**config.mk**
```make
export PLATFORM = sky130hd
export DESIGN_NAME = pc_stack_unit
export DESIGN_NICKNAME = d
export VERILOG_FILES = /design/src/rtl/pc_stack_unit.sv
export SDC_FILE = /design/constraint.sdc
export NUM_CORES = 1
export LEC_CHECK = 0
export ABC_AREA = 1
export CORE_MARGIN = 8
export CORE_UTILIZATION = 35
export CTS_CLUSTER_SIZE = 8
export DETAILED_ROUTE_END_ITERATION = 8
export GPL_ROUTABILITY_DRIVEN = 1
export HOLD_SLACK_MARGIN = 0.08
export SLEW_MARGIN = 20
export SYNTH_ARGS = -nofsm -noshare
export SYNTH_HDL_FRONTEND = slang
export SYNTH_SLANG_ARGS = --single-unit
```
**constraint.sdc**
```tcl
create_clock -name CLK -period 6 [get_ports CLK]
set_clock_uncertainty 0.2 [all_clocks]
set_input_delay 1.2 -clock CLK [delete_from_list [all_inputs] [get_ports CLK]]
set_output_delay 1.2 -clock CLK [all_outputs]
set_load 0.02 [all_outputs]
```
**src/rtl/pc_stack_unit.sv**
```systemverilog
// Program counter with absolute/relative transfers and a hardware
// call/return stack that has sticky overflow/underflow flags.
module pc_stack_unit #(
  parameter int ADDR_W      = 8,
  parameter int FLAG_W      = 8,
  parameter int STACK_DEPTH = 4,
  parameter logic [ADDR_W-1:0] RESET_VEC = '0,
  localparam int SEL_W = (FLAG_W > 1) ? $clog2(FLAG_W) : 1,
  localparam int SP_W  = $clog2(STACK_DEPTH + 1)
) (
  input  logic              CLK,
  input  logic              RST,
  input  logic              HOLD,
  input  logic [2:0]        OP,
  input  logic [ADDR_W-1:0] TARGET,
  input  logic [FLAG_W-1:0] FLAGS,
  input  logic              COND_EN,
  input  logic [SEL_W-1:0]  COND_SEL,
  input  logic              COND_POL,
  input  logic              CLR_ERR,
  output logic [ADDR_W-1:0] ADDR,
  output logic              TAKEN,
  output logic [SP_W-1:0]   SP_LEVEL,
  output logic              STK_OVF,
  output logic              STK_UNF
);

  localparam int IDX_W = (STACK_DEPTH > 1) ? $clog2(STACK_DEPTH) : 1;

  typedef enum logic [2:0] {
    OP_NEXT = 3'b000,
    OP_JMP  = 3'b001,
    OP_BR   = 3'b010,
    OP_CALL = 3'b011,
    OP_RET  = 3'b100
  } op_e;

  function automatic logic [ADDR_W-1:0] inc_wrap(input logic [ADDR_W-1:0] base);
    inc_wrap = base + ADDR_W'(1);
  endfunction

  function automatic logic [ADDR_W-1:0] add_wrap(input logic [ADDR_W-1:0] base,
                                                 input logic signed [ADDR_W-1:0] ofs);
    add_wrap = base + $unsigned(ofs);
  endfunction

  logic [ADDR_W-1:0] pc_p1;
  logic              taken_p1;
  logic [SP_W-1:0]   sp_p1;
  logic              ovf_p1;
  logic              unf_p1;

  logic [ADDR_W-1:0] stack_mem [STACK_DEPTH];

  logic                     cond;
  logic [ADDR_W-1:0]        seq_pc;
  logic [ADDR_W-1:0]        pc_nxt;
  logic                     taken_nxt;
  logic [SP_W-1:0]          sp_nxt;
  logic [SP_W-1:0]          sp_m1;
  logic                     push;
  logic                     ovf_set;
  logic                     unf_set;
  logic signed [ADDR_W-1:0] br_ofs;

  // Stage 0: decode operation against the live flag test and stack level
  always_comb begin
    cond      = ~COND_EN | (FLAGS[COND_SEL] == COND_POL);
    seq_pc    = inc_wrap(pc_p1);
    br_ofs    = $signed(TARGET);
    sp_m1     = sp_p1 - SP_W'(1);
    pc_nxt    = seq_pc;
    taken_nxt = 1'b0;
    sp_nxt    = sp_p1;
    push      = 1'b0;
    ovf_set   = 1'b0;
    unf_set   = 1'b0;
    case (OP)
      OP_JMP: begin
        if (cond) begin
          pc_nxt    = TARGET;
          taken_nxt = 1'b1;
        end
      end
      OP_BR: begin
        if (cond) begin
          pc_nxt    = add_wrap(pc_p1, br_ofs);
          taken_nxt = 1'b1;
        end
      end
      OP_CALL: begin
        if (cond) begin
          if (sp_p1 < SP_W'(STACK_DEPTH)) begin
            push      = 1'b1;
            sp_nxt    = sp_p1 + SP_W'(1);
            pc_nxt    = TARGET;
            taken_nxt = 1'b1;
          end else begin
            ovf_set = 1'b1;
          end
        end
      end
      OP_RET: begin
        if (cond) begin
          if (sp_p1 != '0) begin
            sp_nxt    = sp_m1;
            pc_nxt    = stack_mem[sp_m1[IDX_W-1:0]];
            taken_nxt = 1'b1;
          end else begin
            unf_set = 1'b1;
          end
        end
      end
      default: ;
    endcase
  end

  // Stage 1: architectural state; a new error in the clearing cycle wins
  always_ff @(posedge CLK or posedge RST) begin
    if (RST) begin
      pc_p1    <= RESET_VEC;
      taken_p1 <= 1'b0;
      sp_p1    <= '0;
      ovf_p1   <= 1'b0;
      unf_p1   <= 1'b0;
    end else if (!HOLD) begin
      pc_p1    <= pc_nxt;
      taken_p1 <= taken_nxt;
      sp_p1    <= sp_nxt;
      ovf_p1   <= ovf_set | (ovf_p1 & ~CLR_ERR);
      unf_p1   <= unf_set | (unf_p1 & ~CLR_ERR);
    end
  end

  always_ff @(posedge CLK) begin
    if (!HOLD && push) stack_mem[sp_p1[IDX_W-1:0]] <= seq_pc;
  end

  assign ADDR     = pc_p1;
  assign TAKEN    = taken_p1;
  assign SP_LEVEL = sp_p1;
  assign STK_OVF  = ovf_p1;
  assign STK_UNF  = unf_p1;

endmodule

```
==> impl_metrics.py, run 1 <==
metrics = {
    "synth": {
        "synth_commonest_cells": "nand2_1, inv_1, nand3_1",
        "synth_cells": 370,
        "synth_edf_count": 32,
        "synth_area_sq_um": 2932,
        "synth_seq_cells": 46,
        "synth_cell_type_count": 34,
        "synth_nets": 412,
        "synth_area_leaders": "edfxtp_1, nand2_1, dfrtp_1",
        "synth_most_common_cell": "nand2_1",
        "synth-seq-area-share_pct": 44.73,
        "ys_warn_count": 0,
        "synth_top_area_share_pct": 32.78,
        "yosys_most_used_dff": "edfxtp_1",
        "synthArstFlopShare_pct": 30.43,
        "synth_top_cell_by_area": "edfxtp_1",
        "synth_area_per_cell_sq_um": 7.923,
    },
    "cts": {
        "cts_tree": "yes",
        "htree_num_levels": 2,
        "postCtsSetupRepairBufs": 0,
        "clockBufferDepth": 2,
        "cts_repair_resize_count": 0,
        "clockRootBuffer": "clkbuf_8",
        "cts_sinks": 46,
        "hold_buffers": 0,
        "clk_latency_ns": 0.30,
        "clk_pin_slew_ns": 0.09,
        "cts_made_buffers": 5,
    },
    "worst_setup_path": {
        "cp_slowest_cell": "clkdlybuf4s50_1",
        "ff2ff_setup_slack_ns": 2.94,
        "startpoint_type": "input pin",
        "criticalPathCategory": "input pin to flip-flop",
        "max_stage_delay_ns": 0.57,
        "cp_common_cell": "nand3_1",
        "r2r_start": "SP_LEVEL[0]$_DFFE_PP0P_",
        "worst-r2r-cell-count": 11,
        "worstPathMaxFanout": 18,
        "critPathRequiredTime_ns": 5.74,
        "arrival_ns": 3.20,
        "cp-end-kind": "flip-flop",
        "crit_chain": "clkdlybuf4s50_1, inv_2, nand2_1, nand3_1, nand3_1, nand3_1, nand3_4, nand4_1, nor2_1",
        "crit_buf_inv": 2,
        "worst_path_dominant_cell_family": "simple AND/OR/NAND/NOR gates",
        "rr_endpoint": "ADDR[2]$_DFFE_PP0N_",
    },
    "detailed_routing": {
        "routedWlPerCell_microns": 15.09,
        "vias_per_cell": 4.873,
        "remaining_drc_errors": 0,
        "first_pass_iters": 4,
        "routed_wl_mm": 7.816,
        "drtIter0Drc": 106,
        "vias": 2524,
        "antenna_left": 0,
    },
    "grt": {
        "grt.met1_usage_pct": 18.14,
        "grt_pass1_vias": 2529,
        "grt_busiest_layer": "met2",
        "grt_use_met2_pct": 23.07,
        "grt_overflow": 0,
        "grt_pass1_wl_mm": 12.87,
        "antenna_found_initial": 0,
        "gr-usage-met3_pct": 2.754,
        "track_usage_pct": 14.04,
        "grt_max_degree": 21,
    },
    "worst_hold_path": {
        "timing.hold.worst.class": "flip-flop to flip-flop",
        "min_to": "TAKEN$_DFFE_PP0N_",
        "hold_depth": 2,
        "min-delay-start": "TAKEN$_DFFE_PP0N_",
    },
    "placement": {
        "post_dp_cell_area_sq_um": 3446,
        "numPortBuffers": 41,
        "dp_hpwl_mm": 6.173,
        "place.gp.congestion": 0.8164,
    },
    "timing": {
        "relSlewSlack_pct": 55.74,
        "fin_crit_sh_pct": 57.74,
        "drv_slew": 0,
        "rsz0062_at_grt": "no",
        "worst_pin_slew_ns": 0.6616,
        "hold_ws_ns": 0.3011,
        "min_period_ns": 3.464,
        "finalSetupViolations": 0,
        "fin_tns_setup_ns": 0,
        "final_hold_viol_count": 0,
        "max_clock_freq_mhz": 288.7,
    },
    "finish": {
        "num-fill-cells": 821,
        "regArea_sq_um": 1311,
        "diodes": 0,
        "fin_nets": 454,
        "multi_input_area_sq_um": 1383,
        "final_area_sq_um": 3568,
        "drive_above_1_share_pct": 7.022,
        "synthToLayoutAreaGrowth_pct": 21.72,
    },
    "outcome": {
        "status": "finished, final reports clean",
    },
    "power_and_ir_drop": {
        "ir_worst_vdd_mv": 0.1061,
        "p_per_area_nw_per_um2": 368.1,
        "leakage_nw": 1.580,
    },
    "floorplanning": {
        "dieWidth_microns": 107.5,
        "dieArea_sq_um": 11560,
        "io_pins": 42,
        "coreArea_sq_um": 8175,
        "die_h_microns": 107.5,
        "rows": 33,
        "initial_utilization_pct": 35.86,
    },
    "run": {
        "maxCapViolations": 0,
    },
}
==> metal layers <==
layer  routed length (microns)  vias up
met3                       440       10
met2                      3678       66
met5                         0        -
li1                          -     1307
met4                       124        0
met1                      3572     1141
==> how the worst max path moves through the flow <==
stage	depth (start not counted)	endpoint	from	slack (ns)
floorplan	10	stack_mem[1][0]$_DFFE_PP_	COND_SEL[0]	3.01
global placement	9	stack_mem[1][5]$_DFFE_PP_	COND_SEL[0]	2.32
detailed placement	9	stack_mem[1][7]$_DFFE_PP_	COND_SEL[0]	2.22
CTS	9	stack_mem[1][6]$_DFFE_PP_	COND_SEL[0]	2.56
global route	9	stack_mem[1][6]$_DFFE_PP_	COND_SEL[0]	2.37
finish	9	stack_mem[1][1]$_DFFE_PP_	COND_SEL[0]	2.54
==> power breakdown <==
part           switching (mW)  total (mW)  internal, mW
Clock                   0.103       0.235         0.131
Sequential             0.0666       0.460         0.393
Combinational           0.397       0.619         0.222
Total                   0.566        1.31         0.747
==> state kept, by name, summed over array words and instances, names as in the netlist <==
register and flops:
stack_mem 32, ADDR 8, STK_UNF 1, STK_OVF 1, TAKEN 1, SP_LEVEL 3
==> tightest hold or removal path: cells and delay by family, from the launching register on <==
family	cells	cell delay, ns
flip-flops	1	0.36
AO/OA/AOI/OAI	1	0.06
AND/OR/NAND/NOR	1	0.05
==> area by class of cell <==
cell class | count | area share [%]
well taps | 105 | 3.682
inverters | 56 | 5.891
clock inverters | 1 | 0.1052
repair buffers | 41 | 11.50
multi-input cells | 262 | 38.74
flip-flops and latches | 46 | 36.75
clock buffers | 7 | 3.331
==> stage by stage <==
step                std cells  setup slack [ns]  power [mW]  utilization [%]
floorplan                 370             3.014      0.8594                -
global placement          510             2.320       1.084            42.15
detailed placement        510             2.219       1.088            42.15
CTS                       518             2.558       1.317            43.65
global route              518             2.373       1.411            43.65
finish                    518             2.536       1.313            43.65
==> layout by cell type, fill, tap and decap left out, types with 2 or more instances in the layout <==
master,count
inv_2,9
xor2_1,6
dfrtp_1,14
nor3_4,2
nand3_1,39
edfxtp_1,32
clkinv_1,3
nor3_2,2
nand2_2,3
a21oi_1,13
a31oi_1,3
nand4_1,12
nand2_1,110
clkbuf_8,5
clkbuf_16,2
o21ai_0,14
nor2_2,2
nor2_1,22
o21ai_1,8
ha_1,13
inv_1,45
clkdlybuf4s50_1,41
==> logic make-up after synthesis <==
group	share of synthesized area, %
xor+xnor	2.091
fa+ha+maj	6.231
simple gates	30.39
flops	44.73
compound gates	8.451
buf+inv	8.109
No activity file was read; power rests on OpenSTA's default activity.
==> run 2, diff against run 1 <==
- clock period: 6 -> 3.6 ns (I/O delays scaled with it)
==> impl_metrics.py, run 2 (same netlist as run 1, synthesis figures left out) <==
metrics = {
    "outcome": {
        "status": "finished, final reports clean",
    },
    "finish": {
        "final_cells": 527,
        "diodes": 0,
        "fin_nets": 463,
        "layout_commonest_cell": "nand2_1",
        "largest_reg_flops": 32,
        "synthToLayoutAreaGrowth_pct": 22.83,
        "num-fill-cells": 834,
        "final_cell_mix": "nand2_1, inv_1, clkdlybuf4s50_1",
        "fin_util_pct": 44.05,
        "drive_above_1_share_pct": 9.242,
        "final_area_sq_um": 3601,
    },
    "timing": {
        "drv_slew": 0,
        "relSlewSlack_pct": 62.79,
        "final_hold_viol_count": 0,
        "rsz0062_at_grt": "no",
        "fin_tns_setup_ns": 0,
        "min_period_ns": 2.695,
        "fin_crit_sh_pct": 74.86,
        "finalSetupViolations": 0,
        "max_clock_freq_mhz": 371.1,
        "worst_pin_slew_ns": 0.5576,
        "hold_ws_ns": 0.3090,
        "finalWorstSetupSlack_ns": 0.9051,
    },
    "worst_setup_path": {
        "worstPathMaxFanout": 18,
        "cp_common_cell": "nand3_1",
        "criticalPathCategory": "input pin to flip-flop",
        "cp-end-kind": "flip-flop",
        "worst_path_dominant_cell_family": "simple AND/OR/NAND/NOR gates",
        "cp_slowest_cell": "clkdlybuf4s50_1",
        "crit_buf_inv": 3,
        "critPathRequiredTime_ns": 3.40,
        "arrival_ns": 2.49,
        "crit_chain": "clkdlybuf4s50_1, inv_2, nand2_1, nand3_1, nand3_1, nand3_1, nand3_4, nand4_1, nor2_1, buf_4",
        "max_stage_delay_ns": 0.56,
        "startpoint_type": "input pin",
    },
    "placement": {
        "dp_cells": 519,
        "numPortBuffers": 41,
        "place.gp.congestion": 0.8818,
        "dp_hpwl_mm": 5.947,
        "pre_cts_ws_ns": 0.5967,
        "post_dp_cell_area_sq_um": 3513,
    },
    "cts": {
        "clk_latency_ns": 0.30,
        "postCtsSetupRepairBufs": 0,
        "clockBufferDepth": 2,
        "hold_buffers": 0,
        "clockRootBuffer": "clkbuf_8",
        "htree_num_levels": 2,
        "cts_tree": "yes",
        "cts_made_buffers": 5,
        "cts_repair_resize_count": 0,
        "cts_sinks": 46,
        "clk_pin_slew_ns": 0.10,
    },
    "detailed_routing": {
        "vias": 2559,
        "antenna_left": 0,
        "vias_per_cell": 4.856,
        "first_pass_iters": 4,
        "drtIter0Drc": 123,
        "routed_wl_mm": 7.477,
        "routedWlPerCell_microns": 14.19,
        "remaining_drc_errors": 0,
    },
    "grt": {
        "grt_pass1_vias": 2481,
        "grt_max_degree": 20,
        "track_usage_pct": 13.41,
        "grt_overflow": 0,
        "antenna_found_initial": 0,
        "grt_pass1_wl_mm": 12.39,
    },
    "power_and_ir_drop": {
        "power_frac_seq_pct": 34.9,
        "ir_worst_vdd_mv": 0.2267,
        "p_per_area_nw_per_um2": 588.6,
        "p_sw_share_pct": 43.94,
        "total_power_mw": 2.120,
        "pwr-share-comb_pct": 50.3,
        "leakage_nw": 1.612,
        "netSwitchingPower_mw": 0.9312,
        "intPower_mw": 1.188,
        "p_clk_share_pct": 14.7,
    },
    "floorplanning": {
        "die_h_microns": 107.5,
        "rows": 33,
        "initial_utilization_pct": 35.86,
        "dieArea_sq_um": 11560,
        "dieWidth_microns": 107.5,
        "io_pins": 42,
        "coreArea_sq_um": 8175,
    },
    "worst_hold_path": {
        "timing.hold.worst.class": "flip-flop to flip-flop",
    },
    "run": {
        "maxCapViolations": 0,
    },
}
run 2: worst register-to-register path, stage by stage, from the launching register on:
cell and delay (ns):
dfrtp_1 0.42, inv_1 0.12, ha_1 0.16, inv_1 0.05, nor2_1 0.41, inv_1 0.21, a31oi_1 0.29, nand2_1 0.09
nand2_1 0.06, nand4_1 0.09, nand2_1 0.08, nand2_1 0.05
run 2: final timing paths:
check / from / end / slack [ns] / cells past startpoint
max: COND_SEL[0] / stack_mem[2][2]$_DFFE_PP_ / 0.91 / 10
min: TAKEN$_DFFE_PP0N_ / TAKEN$_DFFE_PP0N_ / 0.31 / 2
max reg2reg: SP_LEVEL[1]$_DFFE_PP0P_ / ADDR[1]$_DFFE_PP0N_ / 1.28 / 11
min reg2reg: TAKEN$_DFFE_PP0N_ / TAKEN$_DFFE_PP0N_ / 0.31 / 2
max in group asynchronous: RST / STK_UNF$_DFFE_PP0N_ / 2.27 / 2
min in group asynchronous: RST / ADDR[2]$_DFFE_PP0N_ / 0.55 / 2
run 2: routing by layer:
layer	up-vias	GRT usage [%]	part of all wire [%]
li1	1321	-	-
met1	1187	16.61	46
met2	49	23.20	49
met3	2	2.695	5.0
met4	0	3.271	0.45
met5	-	0	0
run 2: power by group through the flow:
stage | logic, mW | registers (mW) | clock network (mW)
6_report | 1.07 | 0.741 | 0.312
5_1_grt | 1.21 | 0.747 | 0.340
3_5_place_dp | 1.07 | 0.752 | 0
3_3_place_gp | 1.06 | 0.750 | 0
2_1_floorplan | 0.648 | 0.784 | 0
4_1_cts | 1.08 | 0.740 | 0.319
run 2: cell type report:
| class | count | area, sq um | area share, % |
|---|---|---|---|
| Inverter | 56 | 210.2 | 5.837 |
| Clock inverter | 3 | 18.77 | 0.5212 |
| Clock buffer | 5 | 68.82 | 1.911 |
| Timing Repair Buffer | 50 | 478.0 | 13.27 |
| Multi-Input combinational cell | 262 | 1383 | 38.39 |
| Sequential cell | 46 | 1311 | 36.41 |
| Tap cell | 105 | 131.4 | 3.648 |
